## src/rtl/hart_puls_gen_pkg.sv

```systemverilog
// Shared constants, state codes and rate helpers for the heartbeat pulse generator.
package hart_puls_gen_pkg;

    localparam int MS_PER_MIN = 60000;
    localparam int ACC_W      = 17;

    typedef logic [1:0] state_t;

    localparam state_t IDLE     = 2'd0;
    localparam state_t RUN_LOW  = 2'd1;
    localparam state_t RUN_HIGH = 2'd2;

    function automatic logic [7:0] clamp_bpm(input logic [7:0] v,
                                             input logic [7:0] lo,
                                             input logic [7:0] hi);
        if (v < lo)      return lo;
        else if (v > hi) return hi;
        else             return v;
    endfunction

    // Move cur toward tgt by at most step.
    function automatic logic [7:0] ramp_toward(input logic [7:0] cur,
                                               input logic [7:0] tgt,
                                               input logic [7:0] step);
        if (tgt > cur)      return ((tgt - cur) > step) ? cur + step : tgt;
        else if (tgt < cur) return ((cur - tgt) > step) ? cur - step : tgt;
        else                return cur;
    endfunction

endpackage

```

## src/rtl/hart_puls_gen_ms_tick_gen.sv

```systemverilog
// Millisecond tick divider: one-cycle tick every TICK_DIV clocks while run is high.
module ms_tick_gen #(
    parameter int TICK_DIV = 50000
) (
    input  logic clk,
    input  logic reset,
    input  logic run,
    output logic tick
);

    localparam int CW = (TICK_DIV > 1) ? $clog2(TICK_DIV) : 1;
    localparam logic [CW-1:0] LAST = CW'(TICK_DIV - 1);

    logic [CW-1:0] cnt_q;
    logic [CW-1:0] cnt_d;

    assign tick = run && (cnt_q == LAST);

    always_comb begin
        cnt_d = cnt_q;
        if (!run || tick) cnt_d = '0;
        else              cnt_d = cnt_q + 1'b1;
    end

    always_ff @(posedge clk) begin
        if (reset) cnt_q <= '0;
        else       cnt_q <= cnt_d;
    end

endmodule

```

## src/rtl/hart_puls_gen.sv

```systemverilog
// Heartbeat transmitter: phase-accumulator beat timing with a slewed bpm rate.
module hart_puls_gen
    import hart_puls_gen_pkg::*;
#(
    parameter int TICK_DIV  = 50000,
    parameter int PULSE_MS  = 100,
    parameter int BPM_MIN   = 30,
    parameter int BPM_MAX   = 220,
    parameter int RAMP_STEP = 20
) (
    input  logic       clk,
    input  logic       reset,
    input  logic       enable,
    input  logic [7:0] bpm_target,
    output logic       hartout,
    output logic       beat,
    output logic [7:0] bpm_cur
);

    localparam int WW = (PULSE_MS > 1) ? $clog2(PULSE_MS) : 1;
    localparam logic [ACC_W-1:0] FULL     = ACC_W'(MS_PER_MIN);
    localparam logic [WW-1:0]    WID_LOAD = WW'(PULSE_MS - 1);

    state_t            state_q, state_d;
    logic [ACC_W-1:0]  acc_q, acc_d;
    logic [WW-1:0]     wid_q, wid_d;
    logic              hart_q, hart_d;
    logic              beat_q, beat_d;
    logic [7:0]        bpm_q, bpm_d;

    logic              run;
    logic              tick;
    logic              fire;
    logic [7:0]        tgt_c;
    logic [ACC_W-1:0]  sum;

    assign tgt_c = clamp_bpm(bpm_target, 8'(BPM_MIN), 8'(BPM_MAX));
    assign run   = (state_q != IDLE) && enable;
    assign sum   = acc_q + ACC_W'(bpm_q);
    assign fire  = tick && (sum >= FULL);

    ms_tick_gen #(.TICK_DIV(TICK_DIV)) u_tick (
        .clk   (clk),
        .reset (reset),
        .run   (run),
        .tick  (tick)
    );

    always_comb begin
        state_d = state_q;
        acc_d   = acc_q;
        wid_d   = wid_q;
        hart_d  = hart_q;
        beat_d  = 1'b0;
        bpm_d   = bpm_q;
        case (state_q)
            IDLE: begin
                hart_d = 1'b0;
                bpm_d  = tgt_c;
                acc_d  = '0;
                wid_d  = '0;
                if (enable) state_d = RUN_LOW;
            end
            RUN_LOW, RUN_HIGH: begin
                if (!enable) begin
                    state_d = IDLE;
                    hart_d  = 1'b0;
                    acc_d   = '0;
                    wid_d   = '0;
                end else begin
                    if (tick) acc_d = fire ? (sum - FULL) : sum;
                    // A beat outranks width expiry on the same tick, retriggering the pulse.
                    if (fire) begin
                        state_d = RUN_HIGH;
                        hart_d  = 1'b1;
                        beat_d  = 1'b1;
                        wid_d   = WID_LOAD;
                        bpm_d   = ramp_toward(bpm_q, tgt_c, 8'(RAMP_STEP));
                    end else if (state_q == RUN_HIGH && tick) begin
                        if (wid_q == '0) begin
                            state_d = RUN_LOW;
                            hart_d  = 1'b0;
                        end else begin
                            wid_d = wid_q - 1'b1;
                        end
                    end
                end
            end
            default: begin
                state_d = IDLE;
                hart_d  = 1'b0;
            end
        endcase
    end

    always_ff @(posedge clk) begin
        if (reset) begin
            state_q <= IDLE;
            acc_q   <= '0;
            wid_q   <= '0;
            hart_q  <= 1'b0;
            beat_q  <= 1'b0;
            bpm_q   <= '0;
        end else begin
            state_q <= state_d;
            acc_q   <= acc_d;
            wid_q   <= wid_d;
            hart_q  <= hart_d;
            beat_q  <= beat_d;
            bpm_q   <= bpm_d;
        end
    end

    assign hartout = hart_q;
    assign beat    = beat_q;
    assign bpm_cur = bpm_q;

endmodule
```

## config.mk

```make
export PLATFORM = sky130hd
export DESIGN_NAME = hart_puls_gen
export DESIGN_NICKNAME = d
export VERILOG_FILES = /design/src/rtl/hart_puls_gen_pkg.sv /design/src/rtl/hart_puls_gen_ms_tick_gen.sv /design/src/rtl/hart_puls_gen.sv
export SDC_FILE = /design/constraint.sdc
export NUM_CORES = 1
export LEC_CHECK = 0
export ABC_AREA = 1
export BUFFER_PORTS_ARGS = -buffer_cell sky130_fd_sc_hd__clkbuf_2
export CAP_MARGIN = 0
export CELL_PAD_IN_SITES_DETAIL_PLACEMENT = 1
export CELL_PAD_IN_SITES_GLOBAL_PLACEMENT = 1
export CORE_UTILIZATION = 40
export DETAILED_ROUTE_END_ITERATION = 6
export PLACE_DENSITY = 0.74
export SKIP_LAST_GASP = 1
export SYNTH_ARGS = -nofsm -noshare
export SYNTH_HDL_FRONTEND = slang
export SYNTH_HIERARCHICAL = 1
export SYNTH_SLANG_ARGS = --single-unit
```

## constraint.sdc

```tcl
create_clock -name clk -period 3.65 [get_ports clk]
set_input_delay 0.1825 -clock clk [delete_from_list [all_inputs] [get_ports clk]]
set_output_delay 0.1825 -clock clk [all_outputs]
set_load 0.01 [all_outputs]
```

After elaboration in Yosys (flattened, before gate mapping)
Index checks and enable logic that the tools add are counted.
{"block": "classes", "n_reduce_logical": 20, "n_eq_ne": 11, "magnitude_cmp": 7, "n_mux": 28, "add_sub_neg": 8, "bitwise": 2}
{"op": "$mux 8", "count": 8}
{"op": "$mux 17", "count": 3}
{"op": "$pmux 17 s2", "count": 1}
{"op": "$mux 7", "count": 4}
{"op": "$add 17x8->17", "count": 1}
{"op": "$ge 17x16->1 const B", "count": 1}
{"op": "$sub 17x16->17 const B", "count": 1}
{"op": "$add 16x1->16 const B", "count": 1}
{"op": "$eq 16x16->1 const B", "count": 1}
{"op": "$gt 8x5->1 const B", "count": 2}
{"op": "$pmux 8 s2", "count": 1}
{"op": "$sub 8x8->8", "count": 2}
{"op": "$pmux 7 s2", "count": 1}
{"op": "$ne 4x4->1 const B", "count": 3}
{"op": "$mux 2", "count": 5}
{"op": "$add 8x5->8 const B", "count": 1}
{"op": "$gt 8x8->1", "count": 1}
{"op": "$gt 8x8->1 const B", "count": 1}
{"op": "$lt 8x5->1 const B", "count": 1}
{"op": "$lt 8x8->1", "count": 1}
{"op": "$reduce_bool 2->1", "count": 4}
{"op": "$sub 8x5->8 const B", "count": 1}
{"op": "$logic_not 7->1", "count": 1}
{"op": "$sub 7x1->7 const B", "count": 1}
{"op": "16 further kinds", "count": 29}
{"block": "totals", "out_inout_bits": 10, "elab_cells": 83, "reg_bits": 52, "in_bits": 11}

Depth between registers and ports, before layout
Gate-level depths: netlist of run 1.
{"block": "depth", "depth_word": 11, "ltp_mapped": 24, "mapped_depth_nobuf": 24}

Cells and area by module
The synthesis of run 1 kept the hierarchy.
{"mod": "hart_puls_gen", "cells_each": 690, "instances": 1, "seq_area_each_um2": 720.7, "area_each_um2": 4082.7}
{"mod": "ms_tick_gen", "cells_each": 120, "instances": 1, "seq_area_each_um2": 320.3, "area_each_um2": 824.5}

Worst setup path before layout of run 1
OpenSTA, ideal clock, no wires.
{"block": "synth_timing", "path_kind": "input-to-reg", "startpoint": "input port bpm_target[4]", "endpoint": "register bpm_q[6] (netlist: bpm_cur[6])", "setup_slack_ps": 789, "setup_time_ps": 64, "n_path_buf": 0, "required_ps": 3586, "stages": 20, "t_arrival_ps": 2797, "cell_sequence": "nand3_1 o21ai_0 inv_1 nor3_1 inv_1 ha_1 fa_1 o211ai_2 nand2_1 nand2_1 a21oi_1 o21ai_0 nand2_1 o21ai_1 inv_1 nand2_2 o21ai_0 nand2_1 a21oi_1 nor2_1"}
{"block": "synth_via", "elab_chain_cells": 11, "elab_cells_between_ends": 19, "classes_between": "add/sub: 2; order compare: 6; eq/ne: 1; mux: 9; reduce/logical: 1"}
{"item": "start, declared", "line": "hart_puls_gen.sv:14", "source": "input logic [7:0] bpm_target,"}
{"item": "$gt 8x8->1", "line": "hart_puls_gen_pkg.sv:17", "source": "else if (v > hi) return hi;"}
{"item": "$mux 8", "line": "hart_puls_gen_pkg.sv:17"}
{"item": "$mux 8 (*)", "line": "hart_puls_gen_pkg.sv:16", "source": "if (v < lo) return lo;"}
{"item": "$sub 8x8->8", "line": "hart_puls_gen_pkg.sv:26", "source": "else if (tgt < cur) return ((cur - tgt) > step) ? cur - step : tgt;"}
{"item": "$gt 8x5->1", "line": "hart_puls_gen_pkg.sv:26"}
{"item": "$mux 8 (2 in series)", "line": "hart_puls_gen_pkg.sv:26"}
{"item": "$mux 8", "line": "hart_puls_gen_pkg.sv:25", "source": "if (tgt > cur) return ((tgt - cur) > step) ? cur + step : tgt;"}
{"item": "$mux 8", "line": "hart_puls_gen.sv:73", "source": "if (fire) begin"}
{"item": "$mux 8", "line": "hart_puls_gen.sv:65", "source": "if (!enable) begin"}
{"item": "$pmux 8 s2", "line": "hart_puls_gen.sv:56", "source": "case (state_q)"}
{"item": "end signal, assigned", "line": "hart_puls_gen.sv:110", "source": "bpm_q <= bpm_d;"}
{"item": "end, declared", "line": "hart_puls_gen.sv:29", "source": "logic [7:0] bpm_q, bpm_d;"}
Mark *: on every way between the ends. The rest lies on a longest branch, timed or not. The select of a mux whose other input is x is not followed.
A chain may end at the register's enable or synchronous reset.

Final worst setup path of run 1
{"block": "layout_timing", "startpoint": "input port bpm_target[4]", "endpoint": "register bpm_q[4] (netlist: bpm_cur[4])"}
Same word-level chain as after synthesis.

==> metrics.cfg, run 1 <==
[drt]
wl_per_cell_um = 15.28
wl_um = 14990
firstDrtPassIters = 4
drtIter0Drc = 256
routed_via_density = 5.307
num_vias = 5206
remaining_drc_errors = 0
antenna_left = 0

[placement]
dpl_cell_area_um2 = 5176
place_congestion = 0.8533
dpl.hpwl_um = 12230
io_buffers = 20
placed_cells = 973

[clock_network]
clk_latency_ps = 310
clock_sinks = 52
clkTransAtPathRegs_ps = 70
htreeDepth = 2
cts_root_buffer = clkbuf_16
cts_buffer_depth = 2
cts_buffers = 5
holdBufCountCts = 0
cts_tree = done

[final_layout]
syn2layout_area_growth_pct = 8.567
num_antenna_cells = 0
stdcell_count = 981
layout_common_cells = nand2_1, inv_1, nand3_1, nor2_1, dfxtp_1
drive_gt1_share_pct = 11.39
fin_nets = 879
final_area_um2 = 5328
final_util_pct = 44.54
final_common_cell = nand2_1

[floorplan]
dieWidth_um = 112.8
start_util_pct = 41.03
die-height_um = 112.8
core-area_um2 = 11960
pin_count = 21
die_area_um2 = 12710
placementRows = 40

[critical_path]
arrival_ps = 3560
timing.rr.end = bpm_cur[4]
crit_type = in -> reg
r2r-start = bpm_cur[0]
path_common_cell = inv_1
rrSetupSlack_ps = 350
slowest_delay_ps = 420
worstSetupEndpointType = flip-flop
cp.required_ps = 3900
path_cells = clkbuf_2, nand3_1, o21ai_0, inv_1, nor3_1, inv_1, ha_1, fa_1, o211ai_2, nand2_1, nand2_1, a21oi_1, o21ai_0, nand2_2, inv_1, nand2_1, o21ai_0, inv_1, nand3_1, a21oi_1, nor2_1
start_kind = primary input
slowest_stage = fa_1
worstRegToRegCells = 21
cp_max_fo = 10

[run]
cap_violations = 0

[synthesis]
syn_nets = 856
yosysWarnings = 6
netlist_area_um2 = 4907
synth.avg_cell_area_um2 = 6.058
yosys.cell_types.count = 38
yosys-top-cells-area = dfxtp_1, nand2_1, inv_1
synth_cells = 810
synth_area_leader_cell = dfxtp_1
ys_seq_elements = 52
ys_seq_area_share_pct = 21.21
synth.top_cell.area_share_pct = 21.21

[pwr]
peakVddDrop_mv = 0.2764
leakagePower_uw = 0.002611
finalPower_uw = 1984
power.density_nw_per_um2 = 372.4

[timing]
fin_skew_ps = 8.167
period_share_pct = 90.76
slew_violations = 0
fmax_ghz = 0.3019
slew_headroom_pct = 45.13
rsz0062_at_grt = true
setup_viol = 0
setup_tns_ps = 0
final_hold_viol_count = 0
tightestPinTransition_ps = 820.0
period_needed_ps = 3313

[hold_path]
hp-start = enable
min_path_type = in -> reg
worstHoldPathCells = 3
hold-path-endpoint = acc_q[6]

[global_routing]
overflow = 0
antenna_found_initial = 0
track_usage_pct = 25.03
grt_pass1_wl_um = 25270
grt_max_degree = 31
grt_pass1_vias = 5339

[outcome]
status = complete, no violations

==> cell type report <==
cell class,count,area [µm²]
fillers,1682,6634
multi-input cells,604,3256
flip-flops and latches,52,1041
inverters,140,525.5
well taps,147,183.9
repair buffers,30,175.2
clock buffers,5,125.1
clock inverters,3,21.27
==> repair_timing <==
item,in CTS,in global routing
setup buffers,0,0
endpoints found under the setup margin,0,6
gates resized for setup,0,2
==> critical path: cells and delay by family <==
family                     cells  cell delay (ps)
adders and majority gates      2              650
AOI/OAI and AO/OA              6             1100
buffers and inverters          5              560
and+or+nand+nor                8             1060
==> metal layers <==
| layer | vias up | track usage (%) | part of all wire, % |
|---|---|---|---|
| met1 | 2500 | 32.37 | 48 |
| met2 | 62 | 44.24 | 48 |
| met4 | 0 | 4.978 | 0.86 |
| li1 | 2632 | - | - |
| met5 | - | 0 | 0 |
| met3 | 12 | 3.696 | 2.8 |
==> stage by stage <==
step	setup slack (ps)	hold slack, ps
floorplan	789.3	352.5
global placement	122.7	455.1
detailed placement	-37.77	462.7
CTS	269.8	262.5
global route	-15.37	271.1
finish	337.2	262.7
==> sequential cells by signal, summed over array words and instances, names as in the netlist <==
register      flops
acc_q            17
beat              1
bpm_cur           8
hartout           1
state_q           2
u_tick/cnt_q     16
wid_q             7
==> where the power goes <==
part	internal (µW)	switching, µW	leakage [µW]	total, µW
clock	256	232	0.0000702	488
sequential	597	30.1	0.000422	627
combinational	302	568	0.00212	870
==> how the worst max path moves through the flow <==
stage,start,endpoint,slack (ps),depth (start not counted)
floorplan,bpm_target[4],bpm_cur[6],790,20
global placement,bpm_target[5],bpm_cur[4],120,22
finish,bpm_target[4],bpm_cur[4],340,21
global route,bpm_target[4],bpm_cur[4],-20,21
detailed placement,bpm_target[5],bpm_cur[4],-40,22
CTS,bpm_target[5],bpm_cur[4],270,22
==> synth_stat cells <==
cell      count
buf_8         1
o21ai_1       8
fa_1          2
a21oi_2       5
buf_4         2
xnor2_1       7
nor2_2        5
a221oi_1      1
nor2_4        3
clkinv_1      1
buf_6         2
nand3b_1      7
inv_2         8
o21bai_1      2
o21ai_2       1
a31oi_1       1
o22ai_1       1
buf_2         3
clkbuf_1      6
inv_1       131
o211ai_2      1
ha_1         33
a21oi_1      50
nand4_1      22
nand3_2       6
a211oi_1      1
dfxtp_1      52
nand2_2      18
or2_2         5
nor2_1       68
o21ai_0      29
or2_1         1
nor3_1        7
nand2_4       3
nand3_1      82
xor2_1       19
o211ai_1      4
nand2_1     212
==> logic make-up after synthesis <==
group / share of synthesized area, %
fa+ha+maj: 9.230
buf+inv: 12.54
flops: 21.21
xor+xnor: 4.641
simple gates: 40.67
compound gates: 11.70
Power figures use the tool's default switching activity.
==> inputs of run 2 (changes only) <==
==> constraint.sdc (replaced) <==
create_clock -name clk -period 3.65 [get_ports clk]
set_input_delay 0.365 -clock clk [delete_from_list [all_inputs] [get_ports clk]]
set_output_delay 0.365 -clock clk [all_outputs]
set_load 0.01 [all_outputs]
==> run 2 against run 1 <==
Effect of this change:
- non-clock buffer count up 3
- register-to-register slack about the same
- via count is 0.58% lower
- clock skew is 0.63 ps lower
- largest power group unchanged
==> metrics.cfg, run 2 (synthesis gave the netlist of run 1 again) <==
[timing]
period_needed_ps = 3315  ; +1.900 ps
final_hold_viol_count = 0  ; unchanged
rsz0062_at_grt = false
tightestPinTransition_ps = 825.5  ; +5.439 ps
fin_skew_ps = 7.539  ; -0.6279 ps
fmax_ghz = 0.3017  ; about the same
slew_violations = 0  ; unchanged
slew_headroom_pct = 44.76  ; -0.36 points
setup_viol = 0  ; unchanged
hold_ws_ps = 440.8  ; +178.1 ps
setup_tns_ps = 0  ; unchanged
period_share_pct = 90.81  ; about the same

[critical_path]
path_cells = ha_2, inv_1, fa_1, inv_1, nand3_1, nand2_2, nand2_2, nand2_2, nand3_1, nand2_2, nand3_2, nor2_1, nand3_1, nand3_2, nand2_8, nor2_4, nand2_2, nand2_4, inv_1, a21oi_1, nor2_1
worstSetupEndpointType = flip-flop
critPathLaunch = bpm_cur[0]
slowest_stage = fa_1
cp_max_fo = 20  ; +10
slowest_delay_ps = 400  ; -20 ps
crit_type = reg -> reg
arrival_ps = 3510  ; -50 ps
rrSetupSlack_ps = 340  ; about the same
r2r-start = bpm_cur[0]
start_kind = flip-flop
cp.required_ps = 3840  ; -60 ps
path_common_cell = nand2_2

[final_layout]
final_common_cell = nand2_1
drive_gt1_share_pct = 11.95  ; +0.56 points
top_register = acc_q
syn2layout_area_growth_pct = 9.358
multi_input_area_um2 = 3269  ; +0.42%
fin_nets = 882  ; +0.34%
num_antenna_cells = 0  ; unchanged
layout_common_cells = nand2_1, inv_1, nand3_1, nor2_1, dfxtp_1
regArea_um2 = 1042  ; +0.12%
stdcell_count = 984  ; +0.31%
largest_reg_flops = 17  ; unchanged
fillCellCount = 1665  ; -1.0%
final_util_pct = 44.86  ; +0.32 points

[clock_network]
cts_tree = done
htreeDepth = 2  ; unchanged
clkTransAtPathRegs_ps = 80  ; about the same
cts_buffers = 5  ; unchanged
cts_root_buffer = clkbuf_16
clk_latency_ps = 300  ; about the same
cts_buffer_depth = 2  ; unchanged
clock_sinks = 52  ; unchanged

[global_routing]
overflow = 0  ; unchanged
grt_pass1_wl_um = 25190  ; -0.30%
antenna_found_initial = 0  ; unchanged
track_usage_pct = 24.35  ; -0.68 points
grt_max_degree = 31  ; unchanged
grt_pass1_vias = 5313  ; -0.49%

[floorplan]
start_util_pct = 41.03  ; unchanged
dieWidth_um = 112.8  ; unchanged
die-height_um = 112.8  ; unchanged
placementRows = 40  ; unchanged
pin_count = 21  ; unchanged
die_area_um2 = 12710  ; unchanged
core-area_um2 = 11960  ; unchanged

[drt]
remaining_drc_errors = 0  ; unchanged
routed_via_density = 5.260  ; -0.88%
num_vias = 5176  ; -0.58%
wl_per_cell_um = 15.05  ; -1.5%
firstDrtPassIters = 4  ; unchanged
antenna_left = 0  ; unchanged
wl_um = 14810  ; -1.2%
drtIter0Drc = 233  ; -9.0%

[outcome]
status = complete, no violations

[placement]
placed_cells = 974  ; +0.10%
dpl.hpwl_um = 11840  ; -3.2%
io_buffers = 20  ; unchanged
place_congestion = 0.8529  ; about the same

[pwr]
leakagePower_uw = 0.002613  ; about the same
finalPower_uw = 2012  ; +1.4%
power_switching_uw = 844.1  ; +1.8%
power.density_nw_per_um2 = 375.0  ; +0.68%
combPwrFrac_pct = 44.4  ; +0.6 points
peakVddDrop_mv = 0.1804  ; -35%
sequentialPowerShare_pct = 31.2  ; -0.4 points
p_sw_share_pct = 41.95  ; +0.14 points
pwr-share-clk_pct = 24.4  ; -0.2 points
internal_power_uw = 1168  ; +1.2%

[hold_path]
hp-start = enable
min_path_type = in -> reg

[run]
cap_violations = 0  ; unchanged

run 2: repair_timing:
action                                  CTS  global route
hold buffers                              0             0
resized for setup                         0             6
setup buffers                             0             2
endpoints found under the setup margin    0            21
run 2: power by group through the flow:
stage                     Clock [µW]  Sequential [µW]  Combinational, µW
after CTS                        506              628                868
after global placement             0              639                834
after detailed placement           0              641                858
after global routing             529              632                997
after floorplan                    0              651                597
final                            491              628                894
run 2: worst paths after layout:
check	end	cells past startpoint
setup / recovery	bpm_cur[6]	21
hold / removal	acc_q[6]	3
hold reg to reg	u_tick/cnt_q[0]	1
setup reg to reg	bpm_cur[6]	21
run 2: worst max-delay path, delay by kind of cell (launching register included):
kind / cells / cell delay (ps)
compound gates: 1 / 130
fa+ha+maj: 2 / 640
flops: 1 / 390
buf+inv: 3 / 260
simple gates: 15 / 1790
run 2: layer usage:
layer	up-vias	share of wire, %	global-route usage [%]
met2	61	47	43.09
met4	0	1.1	4.800
met3	14	2.9	2.196
met1	2466	49	32.32
met5	-	0	0
li1	2635	-	-
run 2: through the flow:
step                      cell area, µm²  worst slack [ps]
after floorplan                     4907             606.8
after global placement              5184             237.2
after detailed placement            5184             16.87
after CTS                           5331             186.3
after global routing                5366             31.05
final                               5366             335.3
run 2: layout make-up:
| cell class | count | area share [%] |
|---|---|---|
| clock inverters | 3 | 0.4197 |
| well taps | 147 | 3.427 |
| flip-flops and latches | 52 | 19.42 |
| inverters | 140 | 9.792 |
| clock buffers | 5 | 2.332 |
| multi-input cells | 604 | 60.92 |
| repair buffers | 33 | 3.684 |
